### config.mk
export PLATFORM = sky130hd
export DESIGN_NAME = blocpu_program_dumper
export DESIGN_NICKNAME = d
export VERILOG_FILES = /design/src/rtl/blocpu_pkg.sv /design/src/rtl/blocpu_uart_tx.sv /design/src/rtl/blocpu_program_dumper.sv
export SDC_FILE = /design/constraint.sdc
export NUM_CORES = 1
export LEC_CHECK = 0
export BUFFER_PORTS_ARGS = -buffer_cell sky130_fd_sc_hd__buf_2
export CAP_MARGIN = 20
export CORE_ASPECT_RATIO = 1.75
export CORE_MARGIN = 8
export CORE_UTILIZATION = 56
export CTS_CLUSTER_DIAMETER = 80
export CTS_CLUSTER_SIZE = 8
export DETAILED_ROUTE_END_ITERATION = 10
export GPL_ROUTABILITY_DRIVEN = 1
export GPL_TIMING_DRIVEN = 0
export PLACE_DENSITY_LB_ADDON = 0.12
export SLEW_MARGIN = 20
export SYNTH_ARGS = -nofsm -noshare
export SYNTH_HDL_FRONTEND = slang
export SYNTH_SLANG_ARGS = --single-unit
### constraint.sdc
create_clock -name CLK -period 2.3 [get_ports CLK]
set_input_delay 0.115 -clock CLK [delete_from_list [all_inputs] [get_ports CLK]]
set_output_delay 0.115 -clock CLK [all_outputs]
set_load 0.03 [all_outputs]
### src/rtl/blocpu_pkg.sv
// Shared definitions for the blocpu program dumper: controller state encoding,
// instruction and address widths, and the high-byte framing helper.
package blocpu_pkg;

  localparam int unsigned InstrWidth = 12;
  localparam int unsigned AddrWidth  = 16;

  typedef enum logic [2:0] {
    StIdle,
    StFetch,
    StLatch,
    StSendHi,
    StSendLo,
    StFinish
  } state_e;

  // High byte on the wire carries the top nibble of the 12-bit instruction.
  function automatic logic [7:0] hi_byte(input logic [InstrWidth-1:0] instr);
    return {4'b0000, instr[InstrWidth-1:8]};
  endfunction

endpackage

### src/rtl/blocpu_uart_tx.sv
// 8N1 UART transmitter, LSB first, idle high.
// Ports:
//   clk_i   - clock
//   rst_i   - synchronous active-high reset; abandons any frame in flight
//   start_i - load byte_i and begin a frame (ignored while busy)
//   byte_i  - byte to send
//   busy_o  - high from the cycle after start until the stop bit completes
//   txd_o   - serial output
module blocpu_uart_tx #(
  parameter int unsigned BAUD_DIV = 16
) (
  input  logic       clk_i,
  input  logic       rst_i,
  input  logic       start_i,
  input  logic [7:0] byte_i,
  output logic       busy_o,
  output logic       txd_o
);

  localparam int unsigned    CntW   = (BAUD_DIV > 1) ? $clog2(BAUD_DIV) : 1;
  localparam logic [CntW-1:0] CntMax = CntW'(BAUD_DIV - 1);

  logic [9:0]      shift_q, shift_d;
  logic [3:0]      bit_q, bit_d;
  logic [CntW-1:0] baud_q, baud_d;
  logic            busy_q, busy_d;

  always_comb begin
    shift_d = shift_q;
    bit_d   = bit_q;
    baud_d  = baud_q;
    busy_d  = busy_q;
    if (!busy_q) begin
      if (start_i) begin
        // Frame is {stop, data, start}; bit 0 is driven first.
        shift_d = {1'b1, byte_i, 1'b0};
        bit_d   = 4'd0;
        baud_d  = '0;
        busy_d  = 1'b1;
      end
    end else if (baud_q == CntMax) begin
      baud_d = '0;
      if (bit_q == 4'd9) begin
        busy_d = 1'b0;
      end else begin
        shift_d = {1'b1, shift_q[9:1]};
        bit_d   = bit_q + 4'd1;
      end
    end else begin
      baud_d = baud_q + 1'b1;
    end
  end

  always_ff @(posedge clk_i) begin
    if (rst_i) begin
      shift_q <= '1;
      bit_q   <= '0;
      baud_q  <= '0;
      busy_q  <= 1'b0;
    end else begin
      shift_q <= shift_d;
      bit_q   <= bit_d;
      baud_q  <= baud_d;
      busy_q  <= busy_d;
    end
  end

  assign busy_o = busy_q;
  assign txd_o  = busy_q ? shift_q[0] : 1'b1;

endmodule

### src/rtl/blocpu_program_dumper.sv
// Dumps a range of program memory over a UART, two bytes per instruction,
// high byte ({4'b0, instr[11:8]}) first.
// Ports:
//   CLK                - clock
//   in_reset           - synchronous active-high reset
//   in_start           - start request, honoured only when idle
//   in_first_address   - first instruction address, captured at start
//   in_count           - instruction count, captured at start
//   out_mem_address    - program memory read address
//   in_mem_instruction - read data, one cycle after the address
//   TxD                - UART serial output
//   out_busy           - dump in progress
//   out_done           - one-cycle completion pulse
module blocpu_program_dumper
  import blocpu_pkg::*;
#(
  parameter int unsigned CLK_HZ = 50000000,
  parameter int unsigned BAUD   = 115200
) (
  input  logic                  CLK,
  input  logic                  in_reset,
  input  logic                  in_start,
  input  logic [AddrWidth-1:0]  in_first_address,
  input  logic [15:0]           in_count,
  output logic [AddrWidth-1:0]  out_mem_address,
  input  logic [InstrWidth-1:0] in_mem_instruction,
  output logic                  TxD,
  output logic                  out_busy,
  output logic                  out_done
);

  localparam int unsigned BAUD_DIV = CLK_HZ / BAUD;

  state_e                state_q, state_d;
  logic [AddrWidth-1:0]  addr_q, addr_d;
  logic [15:0]           cnt_q, cnt_d;
  logic [InstrWidth-1:0] instr_q, instr_d;

  logic       tx_start;
  logic [7:0] tx_byte;
  logic       tx_busy;

  always_comb begin
    state_d  = state_q;
    addr_d   = addr_q;
    cnt_d    = cnt_q;
    instr_d  = instr_q;
    tx_start = 1'b0;
    tx_byte  = 8'h00;
    out_busy = 1'b1;
    out_done = 1'b0;
    unique case (state_q)
      StIdle: begin
        out_busy = 1'b0;
        if (in_start) begin
          addr_d  = in_first_address;
          cnt_d   = in_count;
          state_d = (in_count == 16'd0) ? StFinish : StFetch;
        end
      end
      StFetch: state_d = StLatch;
      StLatch: begin
        // Launch the high byte straight off the memory data to save a cycle.
        instr_d  = in_mem_instruction;
        tx_byte  = hi_byte(in_mem_instruction);
        tx_start = 1'b1;
        state_d  = StSendHi;
      end
      StSendHi: begin
        if (!tx_busy) begin
          tx_byte  = instr_q[7:0];
          tx_start = 1'b1;
          state_d  = StSendLo;
        end
      end
      StSendLo: begin
        // Address only moves once the low byte is fully out.
        if (!tx_busy) begin
          if (cnt_q == 16'd1) begin
            state_d = StFinish;
          end else begin
            cnt_d   = cnt_q - 16'd1;
            addr_d  = addr_q + 16'd1;
            state_d = StFetch;
          end
        end
      end
      StFinish: begin
        out_busy = 1'b0;
        out_done = 1'b1;
        state_d  = StIdle;
      end
      default: state_d = StIdle;
    endcase
  end

  always_ff @(posedge CLK) begin
    if (in_reset) begin
      state_q <= StIdle;
      addr_q  <= '0;
      cnt_q   <= '0;
      instr_q <= '0;
    end else begin
      state_q <= state_d;
      addr_q  <= addr_d;
      cnt_q   <= cnt_d;
      instr_q <= instr_d;
    end
  end

  assign out_mem_address = addr_q;

  blocpu_uart_tx #(
    .BAUD_DIV(BAUD_DIV)
  ) u_uart_tx (
    .clk_i  (CLK),
    .rst_i  (in_reset),
    .start_i(tx_start),
    .byte_i (tx_byte),
    .busy_o (tx_busy),
    .txd_o  (TxD)
  );

endmodule

==> results.md <==
| Quantity | This run | Unit |
|---|---|---|
| Clock skew | 0.00446 | ns |
| Root buf cell | sky130_fd_sc_hd__clkbuf_16 | - |
| Routed via count divided by cell count | 6.30 | - |
| Boundary Pins | 66 | - |
| HPWL after DPL | 8.60 | mm |
| Maximum clock rate | 475 | MHz |
| Peak supply drop | 0.582 | mV |
| CTS H-tree lvls | 3 | - |
| Smallest setup slack after layout | 0.197 | ns |
| Fraction of final layout cells with drive strength greater than 1 | 19.7 | % |
| Clock share of power | 40.0 | % |
| Area overhead of the layout relative to synthesis | 18.7 | % |
| Number of different library cells in the post-synthesis netlist | 64 | - |
| Die ar. | 9830 | um^2 |
| Gr ovfl total | 0 | - |
| Critical register-to-register path endpoint | out_mem_address[9] | - |
| Multi-input gate area in the final layout | 2250 | um^2 |
| Number of nets with antenna violations after detailed routing | 0 | - |
| Total negative setup slack | 0 | ns |
| Switching part of the total | 30.0 | % |
| Critical path startpoint category | flip-flop | - |
| Switch Pwr | 0.00101 | W |
| Capture endpoint of the worst hold path | u_uart_tx.shift_q[4] | - |
| Combinational fraction of design power | 20.4 | % |
| Leakage power | 1.83 | nW |
| Setup slack, reg-to-reg | 0.20 | ns |
| Final weighted congestion in routability-driven placement | 0.915 | - |
| Max-Slew Margin vs Limit | 39.9 | % |
| Vias in the first global route | 4100 | - |
| Data arrival at the endpoint of the critical path | 2.30 | ns |
| Share of total power in sequential cells | 39.5 | % |
| Class of the tightest hold or removal check | input pin to flip-flop | - |
| Syn. warnings | 0 | - |
| Cells resized by post-CTS repair | 0 | - |
| Nets | 624 | - |
| Syn_nets | 549 | - |
| CP endpoint kind | flip-flop | - |
| Measured slew at the worst slew-check pin | 0.894 | ns |
| Maximum number of pins on one net before global-route repair | 11 | - |
| Leading post-synthesis cells by cell area | sky130_fd_sc_hd__dfxtp_1 (35%), sky130_fd_sc_hd__a21oi_1 (8.1%), sky130_fd_sc_hd__nor2_1 (5.7%) | - |
| Critical path data required time | 2.50 | ns |
| Maximum capacitance violations | 0 | - |
| Remaining design rule violation count | 0 | - |
| Register area | 1320 | um^2 |
| Average wire per cell in the routed design | 17.6 | um |
| Worst Setup Path Type | flip-flop to flip-flop | - |
| Post-route clock period utilization | 91.5 | % |
| Number of buffers inserted for hold repair after clock tree synthesis | 0 | - |
| Worst setup slack after placement | 0.252 | ns |
| Number of flip-flops and latches in the synthesized netlist | 66 | - |
| Cts bufs inserted | 9 | - |
| Count of filler cells inserted in the layout | 608 | - |
| Final Slew Violations | 0 | - |
| Highest fanout seen on the critical path | 10 | - |
| CTS tree | built | - |
| Initial Util | 56.6 | % |
| First-pass GRT wire length | 18.9 | mm |
| Total via count in the routed design | 4147 | - |
| Antenna violations before repair | 0 | - |
| Source of the worst hold timing path | in_mem_instruction[11] | - |
| Length of the first detailed-routing pass in iterations | 6 | - |
| Final core utilization | 67.2 | % |
| Sequential cell area fraction in the yosys report | 34.6 | % |
| Global-route usage over all layers | 23.5 | % |
| Cell area after technology mapping | 3820 | um^2 |
| Worst flop-to-flop path startpoint | state_q[0] | - |
| Finish-stage setup viols | 0 | - |
| Total power density per cell area | 739 | nW/um^2 |
| Synthesized area per cell | 7.72 | um^2 |
| Run status | complete, no violations | - |
| Clock sink total | 66 | - |
| Cells on worst reg2reg path | 6 | - |
| Post-route total power | 0.00335 | W |
| Die width | 78.5 | um |
| Post-CTS setup buffer count | 0 | - |
| Diodes inserted | 0 | - |
| Post-synthesis instance total | 495 | - |
| Final period demand of the worst path | 2.10 | ns |
| Cell accounting for the most synthesized area | sky130_fd_sc_hd__dfxtp_1 | - |
| Clk pin slew, worst setup/hold paths | 0.05 | ns |
| Unrepaired setup endpoints after global routing | false | - |
| Number of buffer cells added on primary ports | 64 | - |
| Post-route insts no fill | 658 | - |
| DRC marker count from the first detailed-route iteration | 364 | - |
| Post-synth EDFFs | 0 | - |
| Core area | 6760 | um^2 |
| Dominant register cell in the synthesized netlist | sky130_fd_sc_hd__dfxtp_1 | - |
| Inst Count DP | 643 | - |
| Pint | 0.00235 | W |
| Area fraction of the dominant cell type after synthesis | 34.6 | % |
| Hold Crit Depth | 3 | - |
| Die Span Y | 125 | um |
| Clock latency at the later pin of the worst-skew pair | 0.33 | ns |
| # rows | 40 | - |
| Deepest clock path buffer count | 2 | - |
| Asr flop ratio synth | 0 | % |
| Total detailed-routing wirelength | 11.6 | mm |
| Final number of hold-violating endpoints | 0 | - |
flip-flops by register name (all words and copies together) (netlist names):
signal             flops
cnt_q                 16
u_uart_tx.shift_q      9
u_uart_tx.busy_o       1
state_q                3
out_mem_address       16
instr_q                8
u_uart_tx.baud_q       9
u_uart_tx.bit_q        4
cells in the mapped netlist (all sizes together) (4+ instances only):
master and instances:
nand3 20, a21oi 62, nor3b 6, a211o 5
dfxtp 66, inv 7, mux2i 8, o21ai 38
nand2b 10, clkbuf 17, o21a 5, nor4 7
nor2 58, a311oi 7, a32o 4, o31ai 4
a21o 5, and3 9, buf 21, nand4 6
o32ai 5, ha 7, a31oi 8, nor3 12
nand2 56, a211oi 4
per-stage QoR:
step	area [um^2]	hold slack, ns
finish	4540	0.0112
global route	4540	0.0190
CTS	4540	0.000409
detailed placement	4250	0.343
global placement	4250	0.330
floorplan	3820	0.237
cells by family (layout without fill, tap and decap cells):
logic type                 count (synthesis)  in the layout  synth area share (%)
muxes                                      8              8                  2.09
adders and majority gates                  7              7                  2.29
buffers and inverters                     45            124                  6.74
and+or+nand+nor                          206            206                  27.1
DFF                                       66             66                  34.6
AOI/OAI and AO/OA                        163            163                  27.2
worst max-delay path: stages, from the launching register on:
cell,delay (ns)
sky130_fd_sc_hd__dfxtp_1,0.31
sky130_fd_sc_hd__clkbuf_1,0.21
sky130_fd_sc_hd__nor3b_2,0.54
sky130_fd_sc_hd__clkbuf_1,0.47
sky130_fd_sc_hd__o21ai_0,0.19
sky130_fd_sc_hd__a21oi_1,0.18
sky130_fd_sc_hd__nor3_1,0.06
power groups by stage:
stage | Combinational (W) | Clock, W | Sequential [W]
floorplan | 0.000434 | 0 | 0.00137
global placement | 0.000662 | 0 | 0.00134
detailed placement | 0.000675 | 0 | 0.00134
CTS | 0.000679 | 0.00135 | 0.00132
global route | 0.000746 | 0.00140 | 0.00134
finish | 0.000686 | 0.00134 | 0.00133
area by class of cell:
type | count | area share, %
Multi-Input combinational cell | 384 | 49.5
Sequential cell | 66 | 29.1
Timing Repair Buffer | 64 | 7.05
Clock buffer | 12 | 5.43
Buffer | 38 | 5.10
Tap cell | 84 | 2.31
Clock inverter | 3 | 0.882
Inverter | 7 | 0.579
layer usage:
| layer | vias to the layer above | GRT usage (%) | routed length, um |
|---|---|---|---|
| li1 | 1960 | - | - |
| met3 | 45 | 5.81 | 706 |
| met5 | - | 0 | 0 |
| met1 | 1963 | 22.6 | 4230 |
| met2 | 179 | 43.2 | 6280 |
| met4 | 0 | 13.2 | 393 |
worst max path at each step:
stage,start,slack (ns),end,cells after the start
5_1_grt,state_q[0],0.04,cnt_q[11],7
4_1_cts,cnt_q[0],0.21,cnt_q[12],7
3_5_place_dp,cnt_q[0],0.25,cnt_q[12],7
6_report,state_q[0],0.20,out_mem_address[9],6
2_1_floorplan,out_mem_address[0],0.40,out_mem_address[10],6
3_3_place_gp,cnt_q[0],0.24,cnt_q[12],7
cell usage in the layout (no fill, tap or decap), drive strengths merged, types with 3 or more instances in the layout:
master	instances
nand4	6
a32o	4
and4	3
nand3	20
buf	85
o31ai	4
ha	7
o21ai	38
a211oi	4
nor2	58
nand2	56
clkbuf	29
inv	7
mux2i	8
dfxtp	66
and2	3
a311oi	7
o21a	5
nor2b	3
o32ai	5
a21o	5
nor4	7
and3	9
nor3b	6
a211o	5
nor3	12
a31oi	8
a21oi	62
a221oi	3
nand2b	10
(Power assumes the default switching activity.)
